## config.mk

```make
export PLATFORM = sky130hd
export DESIGN_NAME = raisin64_ifetch_queue
export DESIGN_NICKNAME = d
export VERILOG_FILES = /design/src/rtl/raisin64_ifetch_queue.sv
export SDC_FILE = /design/constraint.sdc
export NUM_CORES = 1
export LEC_CHECK = 0
export ABC_CLOCK_PERIOD_IN_PS = 12100
export CORE_MARGIN = 2
export CORE_UTILIZATION = 52
export CTS_CLUSTER_SIZE = 8
export DETAILED_ROUTE_END_ITERATION = 8
export HOLD_SLACK_MARGIN = 0.12
export PLACE_DENSITY = 0.73
export SLEW_MARGIN = 5
export SYNTH_ARGS = -nofsm -noshare
export SYNTH_HDL_FRONTEND = slang
export SYNTH_SLANG_ARGS = --single-unit
export TNS_END_PERCENT = 50
```

## constraint.sdc

```tcl
create_clock -name clk -period 12.1 [get_ports clk]
set_input_delay 1.815 -clock clk [delete_from_list [all_inputs] [get_ports clk]]
set_output_delay 1.815 -clock clk [all_outputs]
set_load 0.01 [all_outputs]
```

## src/rtl/raisin64_ifetch_queue.sv

```systemverilog
// Sequential instruction fetch feeding a DEPTH-entry {pc, instr} queue, with jump redirect/flush.
// Optional feature macro IFQ_STATS_EN adds saturating stall and flush counters.
module raisin64_ifetch_queue #(
    parameter logic [63:0] RESET_PC = 64'h0,
    parameter int          IMEM_AW  = 16,
    parameter int          DEPTH    = 4
) (
    input  logic               clk,
    input  logic               rst_n,
    output logic               imem_en,
    output logic [IMEM_AW-1:0] imem_addr,
    input  logic [63:0]        imem_data,
    input  logic               jump_valid,
    input  logic [63:0]        jump_pc,
    output logic               out_valid,
    output logic [63:0]        out_instr,
    output logic [63:0]        out_pc,
    input  logic               out_ready
`ifdef IFQ_STATS_EN
    ,
    output logic [31:0]        stat_stall,
    output logic [15:0]        stat_flush
`endif
);
    localparam int PW = $clog2(DEPTH);
    localparam int CW = PW + 1;

    typedef enum logic {IDLE, RUN} state_e;

    state_e        state_q, state_d;
    logic          rel_q, rel_d;
    logic [63:0]   fetch_pc_q, fetch_pc_d;
    logic          inflight_q, inflight_d;
    logic [63:0]   inflight_pc_q, inflight_pc_d;
    logic [PW-1:0] head_q, head_d;
    logic [PW-1:0] tail_q, tail_d;
    logic [CW-1:0] count_q, count_d;

    logic [63:0]   q_pc    [DEPTH];
    logic [63:0]   q_instr [DEPTH];

    logic          q_nonempty;
    logic          pop;
    logic          deq;
    logic          wr_en;
    logic [CW:0]   need;
    logic [CW:0]   room;

    assign imem_addr = fetch_pc_q[IMEM_AW+2:3];

    always_comb begin
        // NOTE: every signal driven here gets a default first, so no path can infer a latch.
        q_nonempty = (count_q != '0);
        out_valid  = q_nonempty || inflight_q;
        out_pc     = '0;
        out_instr  = '0;
        if (q_nonempty) begin
            out_pc    = q_pc[head_q];
            out_instr = q_instr[head_q];
        end else if (inflight_q) begin
            // Empty queue: the returning read is presented directly, so a redirect reaches decode in two cycles.
            out_pc    = inflight_pc_q;
            out_instr = imem_data;
        end

        pop   = out_valid && out_ready;
        deq   = pop && q_nonempty;
        wr_en = inflight_q && !jump_valid && !(pop && !q_nonempty);

        // Reserve a slot for the new read: occupancy after this cycle plus one must fit.
        need    = (CW+1)'(count_q) + (CW+1)'(inflight_q) + (CW+1)'(1);
        room    = (CW+1)'(DEPTH) + (CW+1)'(pop);
        imem_en = (state_q == RUN) && !jump_valid && (need <= room);

        rel_d   = 1'b1;
        state_d = state_q;
        if (state_q == IDLE && rel_q) begin
            state_d = RUN;
        end

        fetch_pc_d    = imem_en ? fetch_pc_q + 64'd8 : fetch_pc_q;
        inflight_d    = imem_en;
        inflight_pc_d = imem_en ? fetch_pc_q : inflight_pc_q;
        head_d        = deq   ? head_q + 1'b1 : head_q;
        tail_d        = wr_en ? tail_q + 1'b1 : tail_q;
        count_d       = count_q + CW'(wr_en) - CW'(deq);

        if (jump_valid) begin
            fetch_pc_d = jump_pc & ~64'h7;
            head_d     = '0;
            tail_d     = '0;
            count_d    = '0;
        end
    end

    // NOTE: sequential state uses non-blocking assignments so every flop samples pre-edge values.
    always_ff @(posedge clk or negedge rst_n) begin
        if (!rst_n) begin
            state_q       <= IDLE;
            rel_q         <= 1'b0;
            fetch_pc_q    <= RESET_PC & ~64'h7;
            inflight_q    <= 1'b0;
            inflight_pc_q <= '0;
            head_q        <= '0;
            tail_q        <= '0;
            count_q       <= '0;
        end else begin
            state_q       <= state_d;
            rel_q         <= rel_d;
            fetch_pc_q    <= fetch_pc_d;
            inflight_q    <= inflight_d;
            inflight_pc_q <= inflight_pc_d;
            head_q        <= head_d;
            tail_q        <= tail_d;
            count_q       <= count_d;
        end
    end

    // NOTE: queue storage is not reset; count_q alone decides which entries are meaningful.
    always_ff @(posedge clk) begin
        if (wr_en) begin
            q_pc[tail_q]    <= inflight_pc_q;
            q_instr[tail_q] <= imem_data;
        end
    end

    ifq_no_overflow: assert property (@(posedge clk) disable iff (!rst_n)
        !(wr_en && !deq && count_q == CW'(DEPTH)));

`ifdef IFQ_STATS_EN
    logic [31:0] stall_q, stall_d;
    logic [15:0] flush_q, flush_d;

    always_comb begin
        stall_d = stall_q;
        flush_d = flush_q;
        if (out_valid && !out_ready && stall_q != '1) begin
            stall_d = stall_q + 32'd1;
        end
        if (jump_valid && flush_q != '1) begin
            flush_d = flush_q + 16'd1;
        end
    end

    always_ff @(posedge clk or negedge rst_n) begin
        if (!rst_n) begin
            stall_q <= '0;
            flush_q <= '0;
        end else begin
            stall_q <= stall_d;
            flush_q <= flush_d;
        end
    end

    assign stat_stall = stall_q;
    assign stat_flush = flush_q;
`endif
endmodule

```

==> metrics.md, run 1 <==
| Metric | Value |
|---|---|
| DP Worst Slack | 5.74 ns |
| Worst hold margin | 0.437 ns |
| Register bit total from synthesis | between 600 and 700 |
| Dpl cells | between 2000 and 3000 |
| Chip height | roughly 230 µm |
| Clk Tree Root Cell | clkbuf_16 |
| Minimum clock period | between 6 and 7 ns |
| Num rows | 82 |
| Startpoint types | input port |
| Core Box Area | approximately 50000 µm² |
| Unique masters post-synth | 57 |
| Worst-path clk slew | around 0.050 ns |
| Worst-Margin Slew | around 1.2 ns |
| Initial DRC count | roughly 1500 |
| Primary FF master, synth | edfxtp_1 |
| Power consumption | about 8 mW |
| Via count | roughly 17000 |
| Number of global-route vias before repair | 17400 |
| Worst EP arrival | approximately 4.5 ns |
| Die width | around 230 µm |
| Critical Path Fanout Max | between 40 and 50 |
| Final Non-Filler Cells | around 2900 |
| Max cap viols | 0 |
| Global-route wire length before repair | between 100000 and 150000 µm |
| Clk_lat worst skew | roughly 0.63 ns |
| Starting density of the core | a little over half |
| DP HPWL | around 39000 µm |
| Fillers | around 3600 |
| Async S/R FF share, synth | 20.9% |
| Synth Instances | around 1900 |
| RePlAce Congestion | around 0.89 |
| Overall Global Routing Usage | 25.5% |
| Status | finished, final reports clean |
| Period utilisation layout | a little over half |
| Setup CP Type | in -> out |
| Routed Antenna Nets | 0 |
| GR Overflow Total | 0 |
| Initial antenna violation count | 1 |
| Setup slack after layout | 5.74 ns |
| Multi-input logic area | 7630 µm² |
| Post-synth EDFFs | 500 |
| Max rail drop VDD | 0.000182 V |
| Final setup skew | between 0.02 and 0.03 ns |
| Post-CTS sizing | 0 |
| Number of port buffers | ~270 |
| Drt total wl | approximately 67000 µm |
| Final Setup Violations | 0 |
| Die area | ~53000 µm² |
| CTS tree | done |
| Post-Syn Area | ~27000 µm² |
| Clk sinks | between 600 and 700 |
| Proportion of layout cells with a drive suffix above 1 | roughly an eighth |
| Setup crit end kind | output pin |
| CTS max path bufs | 3 |
| H-tree depth reported by CTS | 3 |
| Pin count of the biggest net entering global routing | 90 |
| Hold_buf cts | 0 |
| RSZ-0062 raised after global routing | no |
| Drt pass-1 iters | 5 |
| Wirelength per Cell | about 23 µm |
| P_leak | 11.7 nW |
| Syn-to-layout area delta | 21.4% |
| CP required | around 10 ns |
| # DRC | 0 |
| Pwr Density | ~250 nW/µm² |
| Syn avg cell area | 14.2 µm² |
| Register area share after synthesis | 69.0% |
| Register area | between 15000 and 20000 µm² |
| Setup TNS | 0 ns |
| Worst slew margin | 22.2% |
| Vias/cell | 5.98 |
| Final slew viol count | 0 |
| Synth Warn # | 0 |
| Min-delay worst type | reg -> reg |
| TritonCTS buffer count | a little under 90 |
| Post-CTS Setup Inserts | 0 |
| Hold Fails Final Rpt | 0 |
| I/O pin count | around 280 |
| Nets@finish | around 2300 |
| Peak Freq | roughly 160 MHz |
-- placed cells by master (no fill, tap or decap), types with 8 or more instances in the layout --
cell / count
and3_1: 14
and2_1: 9
mux4_2: 125
o211ai_1: 11
nand2_1: 507
o311ai_0: 12
ha_1: 11
and4_1: 8
dfrtp_1: 129
clkbuf_16: 88
a21oi_1: 18
nand3_1: 150
a221o_1: 11
clkdlybuf4s50_1: 269
inv_1: 19
nor2_1: 32
nor3_1: 10
edfxtp_1: 500
buf_4: 21
o21ai_0: 46
nor4_1: 13
clkbuf_1: 51
nand4_1: 29
or3_1: 9
a31oi_1: 9
-- worst max-delay path, stage by stage --
cell             delay, ns
clkdlybuf4s50_1       0.44
and2_1                0.16
ha_1                  0.28
o21bai_1              0.08
a221o_4               0.59
inv_2                 0.10
buf_4                 0.42
clkdlybuf4s50_1       0.64
-- Yosys cell counts, drive strengths merged, types with 5 or more instances --
cell type / number / share of area [%]
a21o: 5 / 0.14
a21oi: 18 / 0.34
a221o: 12 / 0.45
a31oi: 9 / 0.21
a32oi: 5 / 0.17
and2: 9 / 0.21
and3: 18 / 0.42
and4: 8 / 0.26
buf: 57 / 1.1
clkbuf: 73 / 1.0
dfrtp: 132 / 12
edfxtp: 500 / 57
ha: 11 / 0.52
inv: 19 / 0.27
mux4: 125 / 11
nand2: 507 / 7.2
nand3: 150 / 2.8
nand4: 30 / 0.76
nor2: 33 / 0.47
nor3: 12 / 0.25
nor4: 16 / 0.51
o211ai: 11 / 0.31
o21ai: 47 / 0.89
o311ai: 12 / 0.40
or2: 5 / 0.12
or3: 10 / 0.24
or4: 6 / 0.20
-- path summary, 6_finish.rpt --
check                                startpoint                             to  slack [ns]  depth (start not counted)
max                                   out_ready                        imem_en        5.74                          8
min                             rel_q$_DFF_PN0_            state_q$_DFFE_PN0P_        0.44                          1
max reg2reg                count_q[1]$_DFF_PN0_          q_pc[3][39]$_DFFE_PP_        7.41                          7
min reg2reg                     rel_q$_DFF_PN0_            state_q$_DFFE_PN0P_        0.44                          1
max in group asynchronous                 rst_n          head_q[1]$_DFFE_PN0P_        9.50                          2
min in group asynchronous                 rst_n  inflight_pc_q[47]$_DFFE_PN0P_        1.19                          1
-- cell families (layout without fill, tap and decap cells) --
group	Yosys count	in the layout	share of synthesized area [%]
other cells	2	5	0.0283
buf+inv	150	457	2.43
fa+ha+maj	12	12	0.594
simple gates	811	811	13.6
mux	125	125	10.6
compound gates	137	137	3.47
flops	632	632	69.0
xor+xnor	6	6	0.198
-- state kept, by name (all words and copies together) (netlist names) --
signal / count
head_q: 2
rel_q: 1
q_instr: 256
inflight_pc_q: 61
inflight_q: 1
fetch_pc_q: 61
count_q: 3
q_pc: 244
tail_q: 2
state_q: 1
-- per-layer routing --
metal | part of all wire (%) | vias to the layer above | wire [µm] | track usage, %
met4 | 2.4 | 0 | 1620 | 8.02
li1 | - | 7520 | - | -
met5 | 0 | - | 0 | 0
met3 | 8.7 | 121 | 5830 | 6.25
met1 | 42 | 8651 | 27800 | 35.9
met2 | 47 | 806 | 31500 | 39.5
-- through the flow --
step                      utilization [%]  cell area, µm²
after floorplan                         -           26500
after global placement               59.2           29700
after detailed placement             59.2           29700
after CTS                            64.1           32200
after global routing                 64.1           32200
final                                64.1           32200
-- area by class of cell --
class | count | share of cell area (%)
Timing Repair Buffer | 292 | 8.90
Antenna cell | 1 | 0.00777
Clock inverter | 6 | 0.268
Sequential cell | 632 | 56.9
Clock buffer | 139 | 7.43
Multi-Input combinational cell | 1095 | 23.7
Tap cell | 672 | 2.61
Inverter | 20 | 0.233
-- report_power, final --
| part | internal [mW] | switching (mW) | leakage (nW) |
|---|---|---|---|
| clock | 1.34 | 0.885 | 1.18 |
| combinational | 1.15 | 1.32 | 4.32 |
| sequential | 2.80 | 0.406 | 6.16 |
No activity file was read; power rests on OpenSTA's default activity.
==> inputs of run 2 (changes only) <==
--- a/config.mk
+++ b/config.mk
@@ -5,13 +5,13 @@
 export SDC_FILE = /design/constraint.sdc
 export NUM_CORES = 1
 export LEC_CHECK = 0
-export ABC_CLOCK_PERIOD_IN_PS = 12100
+export ABC_CLOCK_PERIOD_IN_PS = 5500
 export CORE_MARGIN = 2
-export CORE_UTILIZATION = 52
+export CORE_UTILIZATION = 51
 export CTS_CLUSTER_SIZE = 8
 export DETAILED_ROUTE_END_ITERATION = 8
 export HOLD_SLACK_MARGIN = 0.12
-export PLACE_DENSITY = 0.73
+export PLACE_DENSITY = 0.75
 export SLEW_MARGIN = 5
 export SYNTH_ARGS = -nofsm -noshare
 export SYNTH_HDL_FRONTEND = slang
==> constraint.sdc (replaced) <==
create_clock -name clk -period 5.5 [get_ports clk]
set_input_delay 0.825 -clock clk [delete_from_list [all_inputs] [get_ports clk]]
set_output_delay 0.825 -clock clk [all_outputs]
set_load 0.01 [all_outputs]
==> run 2 against run 1 <==
Utilization shrank 1.1 points. Global-route usage decreased by 0.81 points. Worst setup slack got worse by 4.8 ns. Clock power up 120%. Register-to-register slack worse by 5.6 ns. Sequential power up 120%. Non-clock buffer count up 6. Sequential share of layout area fell by 0.25 points. First-iteration DRC count up 3.2%.
==> metrics.md, run 2 (same netlist as run 1, synthesis figures left out) <==
| Metric | Value |
|---|---|
| Status | finished, final reports clean |
| Worst slew margin | 26.2% (+4.0 points) |
| Leading cell type in the layout, fill and taps excluded | nand2_1 |
| # DRC | 0 (unchanged) |
| Final Setup Violations | 0 (unchanged) |
| Nets@finish | 2280 (+0.31%) |
| CTS max path bufs | 3 (unchanged) |
| Clk Tree Root Cell | clkbuf_16 |
| Global-route wire length before repair | 101000 µm (-1.9%) |
| Worst-path clk slew | 0.05 ns (about the same) |
| Clk sinks | 632 (unchanged) |
| Startpoint types | register |
| Period utilisation layout | about 82% |
| RSZ-0062 raised after global routing | no |
| CTS tree | done |
| Net Sw Power | 5.70 mW (+120%) |
| Sw Ratio | 32.7% (-0.34 points) |
| Overall Global Routing Usage | 24.7% (-0.81 points) |
| Hold Fails Final Rpt | 0 (unchanged) |
| Die width | 232 µm (+0.96%) |
| Pin count of the biggest net entering global routing | 93 (+3.3%) |
| Setup crit end kind | output pin |
| Peak Freq | 221 MHz |
| Critical Path Fanout Max | 78 (+81%) |
| TritonCTS buffer count | 89 (+1.1%) |
| CP required | 4.68 ns (-5.60 ns) |
| Max FFs per register | 256 (unchanged) |
| H-tree depth reported by CTS | 3 (unchanged) |
| Worst EP arrival | 3.71 ns (-0.83 ns) |
| Wirelength per Cell | 22.9 µm (-1.8%) |
| Final slew viol count | 0 (unchanged) |
| Logic pwr share | 32.3% (+1.1 points) |
| Post-CTS Setup Inserts | 0 (unchanged) |
| Placed inst area | 29900 µm² (+0.52%) |
| Final setup skew | 0.0120 ns (-0.0166 ns) |
| Pwr Density | 537 nW/µm² (+120%) |
| P_int | 11.7 mW (+120%) |
| Biggest register | q_instr |
| Chip height | 232 µm (+0.96%) |
| Final instance area | 32400 µm² (+0.44%) |
| Drt total wl | 65800 µm (-1.4%) |
| Starting density of the core | 51.6% (-1.2 points) |
| Setup TNS | 0 ns (unchanged) |
| Hold_buf cts | 0 (unchanged) |
| Number of port buffers | 271 (unchanged) |
| Min-delay worst type | in -> async |
| Worst-Margin Slew | 1.11 ns (-0.0598 ns) |
| GR Overflow Total | 0 (unchanged) |
| Most frequent cells in the layout | nand2_1 (507), edfxtp_1 (500), clkdlybuf4s50_1 (269), nand3_1 (150), dfrtp_1 (129) |
| Syn-to-layout area delta | 21.9% |
| Die area | 53900 µm² (+1.9%) |
| Initial DRC count | 1591 (+3.2%) |
| DP HPWL | 39000 µm (+0.97%) |
| Setup CP Type | reg -> out |
| Proportion of layout cells with a drive suffix above 1 | 12.6% (+0.20 points) |
| I/O pin count | 278 (unchanged) |
| Number of global-route vias before repair | 17400 (-0.21%) |
| Num rows | 83 (+1.2%) |
| Max rail drop VDD | 0.000402 V (+120%) |
| Via count | 17200 (+0.77%) |
| P_leak | 11.7 nW (+0.44%) |
| Routed Antenna Nets | 0 (unchanged) |
| Post-CTS sizing | 0 (unchanged) |
| Top flop regs | q_instr (256), q_pc (244) |
| Clk_lat worst skew | 0.60 ns (-0.03 ns) |
| Sequential share of power | 39.8% (-0.8 points) |
| Initial antenna violation count | 2 (+1) |
| RePlAce Congestion | 0.879 (-1.6%) |
| Max cap viols | 0 (unchanged) |
| Minimum clock period | around 4.5 ns |
| Vias/cell | 6.00 (+0.31%) |
| Clock power frac | 27.9% (-0.3 points) |
| Drt pass-1 iters | 5 (unchanged) |
| Core Box Area | 51400 µm² (+2.3%) |
## run 2: layout make-up
| type | count | area [µm²] |
|---|---|---|
| clock inverters | 5 | 51.3 |
| multi-input cells | 1095 | 7630 |
| well taps | 680 | 851 |
| clock buffers | 139 | 2410 |
| repair buffers | 298 | 3010 |
| diodes | 1 | 2.50 |
| flip-flops and latches | 632 | 18300 |
| fillers | 3771 | 19000 |
| inverters | 20 | 75.1 |
## run 2: final timing paths
| check | endpoint | depth (start not counted) | slack (ns) | startpoint |
|---|---|---|---|---|
| max in group asynchronous | inflight_pc_q[21]$_DFFE_PN0P_ | 2 | 4.13 | rst_n |
| min in group clk | state_q$_DFFE_PN0P_ | 1 | 0.43 | rel_q$_DFF_PN0_ |
| max reg2reg | fetch_pc_q[32]$_DFFE_PN0P_ | 11 | 1.77 | count_q[2]$_DFF_PN0_ |
| min reg2reg | state_q$_DFFE_PN0P_ | 1 | 0.43 | rel_q$_DFF_PN0_ |
| min | inflight_pc_q[52]$_DFFE_PN0P_ | 1 | 0.28 | rst_n |
| max | out_pc[63] | 6 | 0.97 | count_q[2]$_DFF_PN0_ |
## run 2: routing by layer
metal	GRT usage, %	routed length (µm)
met2	39.0	31600
met3	5.82	6230
met5	0	11
met1	33.9	26100
met4	8.39	1860
## run 2: power by group through the flow
stage,Sequential (mW),Clock [mW],Combinational (mW)
2_1_floorplan,6.68,0,3.26
3_3_place_gp,6.92,0,5.58
3_5_place_dp,7.00,0,5.64
4_1_cts,6.92,4.94,5.67
5_1_grt,7.03,5.13,6.08
6_report,6.92,4.85,5.62
## run 2: worst max-delay path, cell delays in order, from the launching register on
cell	delay, ns
dfrtp_1	0.42
nor3_2	0.23
buf_4	0.55
buf_4	0.91
nand3_1	0.15
nand2_1	0.19
clkdlybuf4s50_1	0.57
## run 2: per-stage QoR
stage	power [mW]	setup WS, ns	hold WS [ns]	util (%)	instances
final	17.4	0.968	0.278	63.0	2870
after global routing	18.2	0.713	0.369	63.0	2870
after CTS	17.5	0.949	0.325	62.9	2869
after detailed placement	12.6	1.29	0.416	58.2	2725
after global placement	12.5	1.34	0.413	58.2	2725
after floorplan	9.94	0.401	0.410	-	1877
==> inputs of run 3 (changes only) <==
--- a/config.mk
+++ b/config.mk
@@ -5,7 +5,7 @@
 export SDC_FILE = /design/constraint.sdc
 export NUM_CORES = 1
 export LEC_CHECK = 0
-export ABC_CLOCK_PERIOD_IN_PS = 5500
+export ABC_CLOCK_PERIOD_IN_PS = 3930
 export CORE_MARGIN = 2
 export CORE_UTILIZATION = 51
 export CTS_CLUSTER_SIZE = 8
==> constraint.sdc (replaced) <==
create_clock -name clk -period 3.93 [get_ports clk]
set_input_delay 0.5895 -clock clk [delete_from_list [all_inputs] [get_ports clk]]
set_output_delay 0.5895 -clock clk [all_outputs]
set_load 0.01 [all_outputs]
==> run 3 against run 2 <==
Routed wire length increased by 0.49%. Total power increased by 41%. Hold slack better by 0.15 ns. Final cell count is 0.28% higher. Clock power up 42%. Clock-buffer cell count did not move. Sequential share of layout area fell by 0.30 points. First-iteration DRC count down 5.3%.
==> metrics.md, run 3 (same netlist as run 1, synthesis figures left out) <==
| Metric | Value |
|---|---|
| RSZ-0062 raised after global routing | no |
| Period utilisation layout | 94.7% |
| Met3 WL | 5710 µm (-8.4%) |
| Status | finished, final reports clean |
| Crit-path slowest cell | clkdlybuf4s50_1 |
| Wirelength per Cell | 23.0 µm (+0.21%) |
| Clk Tree Root Cell | clkbuf_16 |
| Hold Fails Final Rpt | 0 (unchanged) |
| # DRC | 0 (unchanged) |
| Clk sinks | 632 (unchanged) |
| Post-CTS sizing | 0 (unchanged) |
| Biggest register | q_instr |
| Via count | 17100 (-0.93%) |
| Worst EP arrival | 3.13 ns (-0.58 ns) |
| Clock power frac | 28.1% (+0.2 points) |
| Met2 routed WL | 32100 µm (+1.6%) |
| Hold_buf cts | 1 (+1) |
| Max FFs per register | 256 (unchanged) |
| Setup slack after layout | 0.208 ns (-0.760 ns) |
| Setup CP Type | reg -> out |
| Worst path max stage delay | 0.62 ns (-0.29 ns) |
| CTS max path bufs | 3 (unchanged) |
| Leading cell type in the layout, fill and taps excluded | nand2_1 |
| Core Box Area | 51400 µm² (unchanged) |
| Minimum clock period | 3.72 ns |
| Proportion of layout cells with a drive suffix above 1 | 12.9% (+0.31 points) |
| Chip height | 232 µm (unchanged) |
| Overall Global Routing Usage | 25.0% (+0.30 points) |
| TritonCTS buffer count | 89 (unchanged) |
| Initial antenna violation count | 0 (-2) |
| CTS tree | done |
| Logic pwr share | 32.6% (+0.3 points) |
| Final setup skew | 0.0206 ns (+0.00858 ns) |
| Nets@finish | 2286 (+0.26%) |
| Sequential share of power | 39.3% (-0.5 points) |
| H-tree depth reported by CTS | 3 (unchanged) |
| Top Layer Used | met4 |
| Max cap viols | 0 (unchanged) |
| I/O pin count | 278 (unchanged) |
| GR Overflow Total | 0 (unchanged) |
| Syn-to-layout area delta | 22.6% |
| RePlAce Congestion | 0.895 (+1.9%) |
| Final core occ | 63.3% (+0.33 points) |
| Final slew viol count | 0 (unchanged) |
| CP required | 3.34 ns (-1.34 ns) |
| Routed Antenna Nets | 0 (unchanged) |
| Clk_lat worst skew | 0.62 ns (+0.02 ns) |
| Worst slew margin | 36.8% (+11 points) |
| Post-CTS Setup Inserts | 0 (unchanged) |
| Global-route wire length before repair | 102000 µm (+0.99%) |
| DP HPWL | 38900 µm (-0.21%) |
| Most frequent cells in the layout | nand2_1 (507), edfxtp_1 (500), clkdlybuf4s50_1 (269), nand3_1 (150), dfrtp_1 (129) |
| Initial DRC count | 1507 (-5.3%) |
| Fillers | 3748 (-0.61%) |
| Peak Freq | around 270 MHz |
| DP Worst Slack | 0.481 ns (-0.814 ns) |
| Drt pass-1 iters | 7 (+2) |
| Die area | 53900 µm² (unchanged) |
| Dpl cells | 2730 (+0.18%) |
| Worst hold margin | 0.430 ns (+0.152 ns) |
| Vias/cell | 5.93 (-1.2%) |
| Worst-Margin Slew | 0.940 ns (-0.167 ns) |
| Max rail drop VDD | 0.000567 V (+41%) |
| Worst-path clk slew | 0.05 ns (about the same) |
| # diodes | 0 (-1) |
| M1 WL | 26800 µm (+2.6%) |
| Pwr Density | 752 nW/µm² (+40%) |
| Worst path cell trace | nor3_2 > nand2_1 > and2_1 > ha_1 > o21bai_1 > a221o_4 > inv_2 > clkdlybuf4s50_1 |
| Pin count of the biggest net entering global routing | 127 (+37%) |
| Starting density of the core | 51.6% (unchanged) |
| Min-delay worst type | reg -> reg |
| P_leak | 11.8 nW (+0.57%) |
| Number of port buffers | 271 (unchanged) |
| Startpoint types | register |
| R2r setup slk | 0.65 ns (-1.12 ns) |
| Sw Ratio | 32.8% (+0.075 points) |
| Setup crit end kind | output pin |
| Number of global-route vias before repair | 17500 (+0.39%) |
| Final Non-Filler Cells | 2878 (+0.28%) |
| Drt total wl | 66200 µm (+0.49%) |
| P_int | 16.4 mW (+41%) |
| Die width | 232 µm (unchanged) |
| Net Sw Power | 8.03 mW (+41%) |
| Critical Path Fanout Max | 6 (-92%) |
| Top flop regs | q_instr (256), q_pc (244) |
| Num rows | 83 (unchanged) |
| Final Setup Violations | 0 (unchanged) |
-- run 3: critical path: cells and delay by family, from the launching register on --
family          cells  cell delay (ns)
buf+inv             2             0.75
fa+ha+maj           1             0.27
simple gates        3             0.59
flops               1             0.42
compound gates      2             0.49
-- run 3: path summary, 6_finish.rpt --
| check | startpoint | endpoint | cells after the start |
|---|---|---|---|
| worst min register to register | rel_q$_DFF_PN0_ | state_q$_DFFE_PN0P_ | 1 |
| worst max register to register | count_q[2]$_DFF_PN0_ | fetch_pc_q[32]$_DFFE_PN0P_ | 11 |
| max in group asynchronous | rst_n | inflight_pc_q[20]$_DFFE_PN0P_ | 3 |
| min in group asynchronous | rst_n | inflight_pc_q[45]$_DFFE_PN0P_ | 2 |
| worst min-delay path | rel_q$_DFF_PN0_ | state_q$_DFFE_PN0P_ | 1 |
| worst max-delay path | count_q[2]$_DFF_PN0_ | imem_en | 8 |
-- run 3: metal layers --
layer	up-vias	global-route usage, %
li1	7551	-
met1	8649	34.0
met2	766	40.3
met3	103	5.30
met4	0	8.49
met5	-	0
-- run 3: power by group through the flow --
| stage | sequential [mW] | clock, mW | combinational (mW) |
|---|---|---|---|
| 2_1_floorplan | 9.31 | 0 | 4.57 |
| 3_3_place_gp | 9.62 | 0 | 7.93 |
| 5_1_grt | 9.77 | 7.27 | 8.64 |
| 4_1_cts | 9.62 | 7.00 | 8.06 |
| 6_report | 9.62 | 6.87 | 7.98 |
| 3_5_place_dp | 9.73 | 0 | 8.01 |
-- run 3: layout make-up --
type	count	area (µm²)	share of cell area (%)
Timing Repair Buffer	304	3150	9.67
Tap cell	680	851	2.62
Clock buffer	139	2410	7.42
Inverter	20	75.1	0.231
Sequential cell	632	18300	56.3
Clock inverter	8	90.1	0.277
Multi-Input combinational cell	1095	7630	23.4
-- run 3: stage by stage --
step                TNS [ns]  instance area [µm²]  total power [mW]
floorplan            -113.99                26500              13.9
global placement           0                30000              17.6
detailed placement         0                30000              17.7
CTS                        0                32500              24.7
global route               0                32500              25.7
finish                     0                32500              24.5
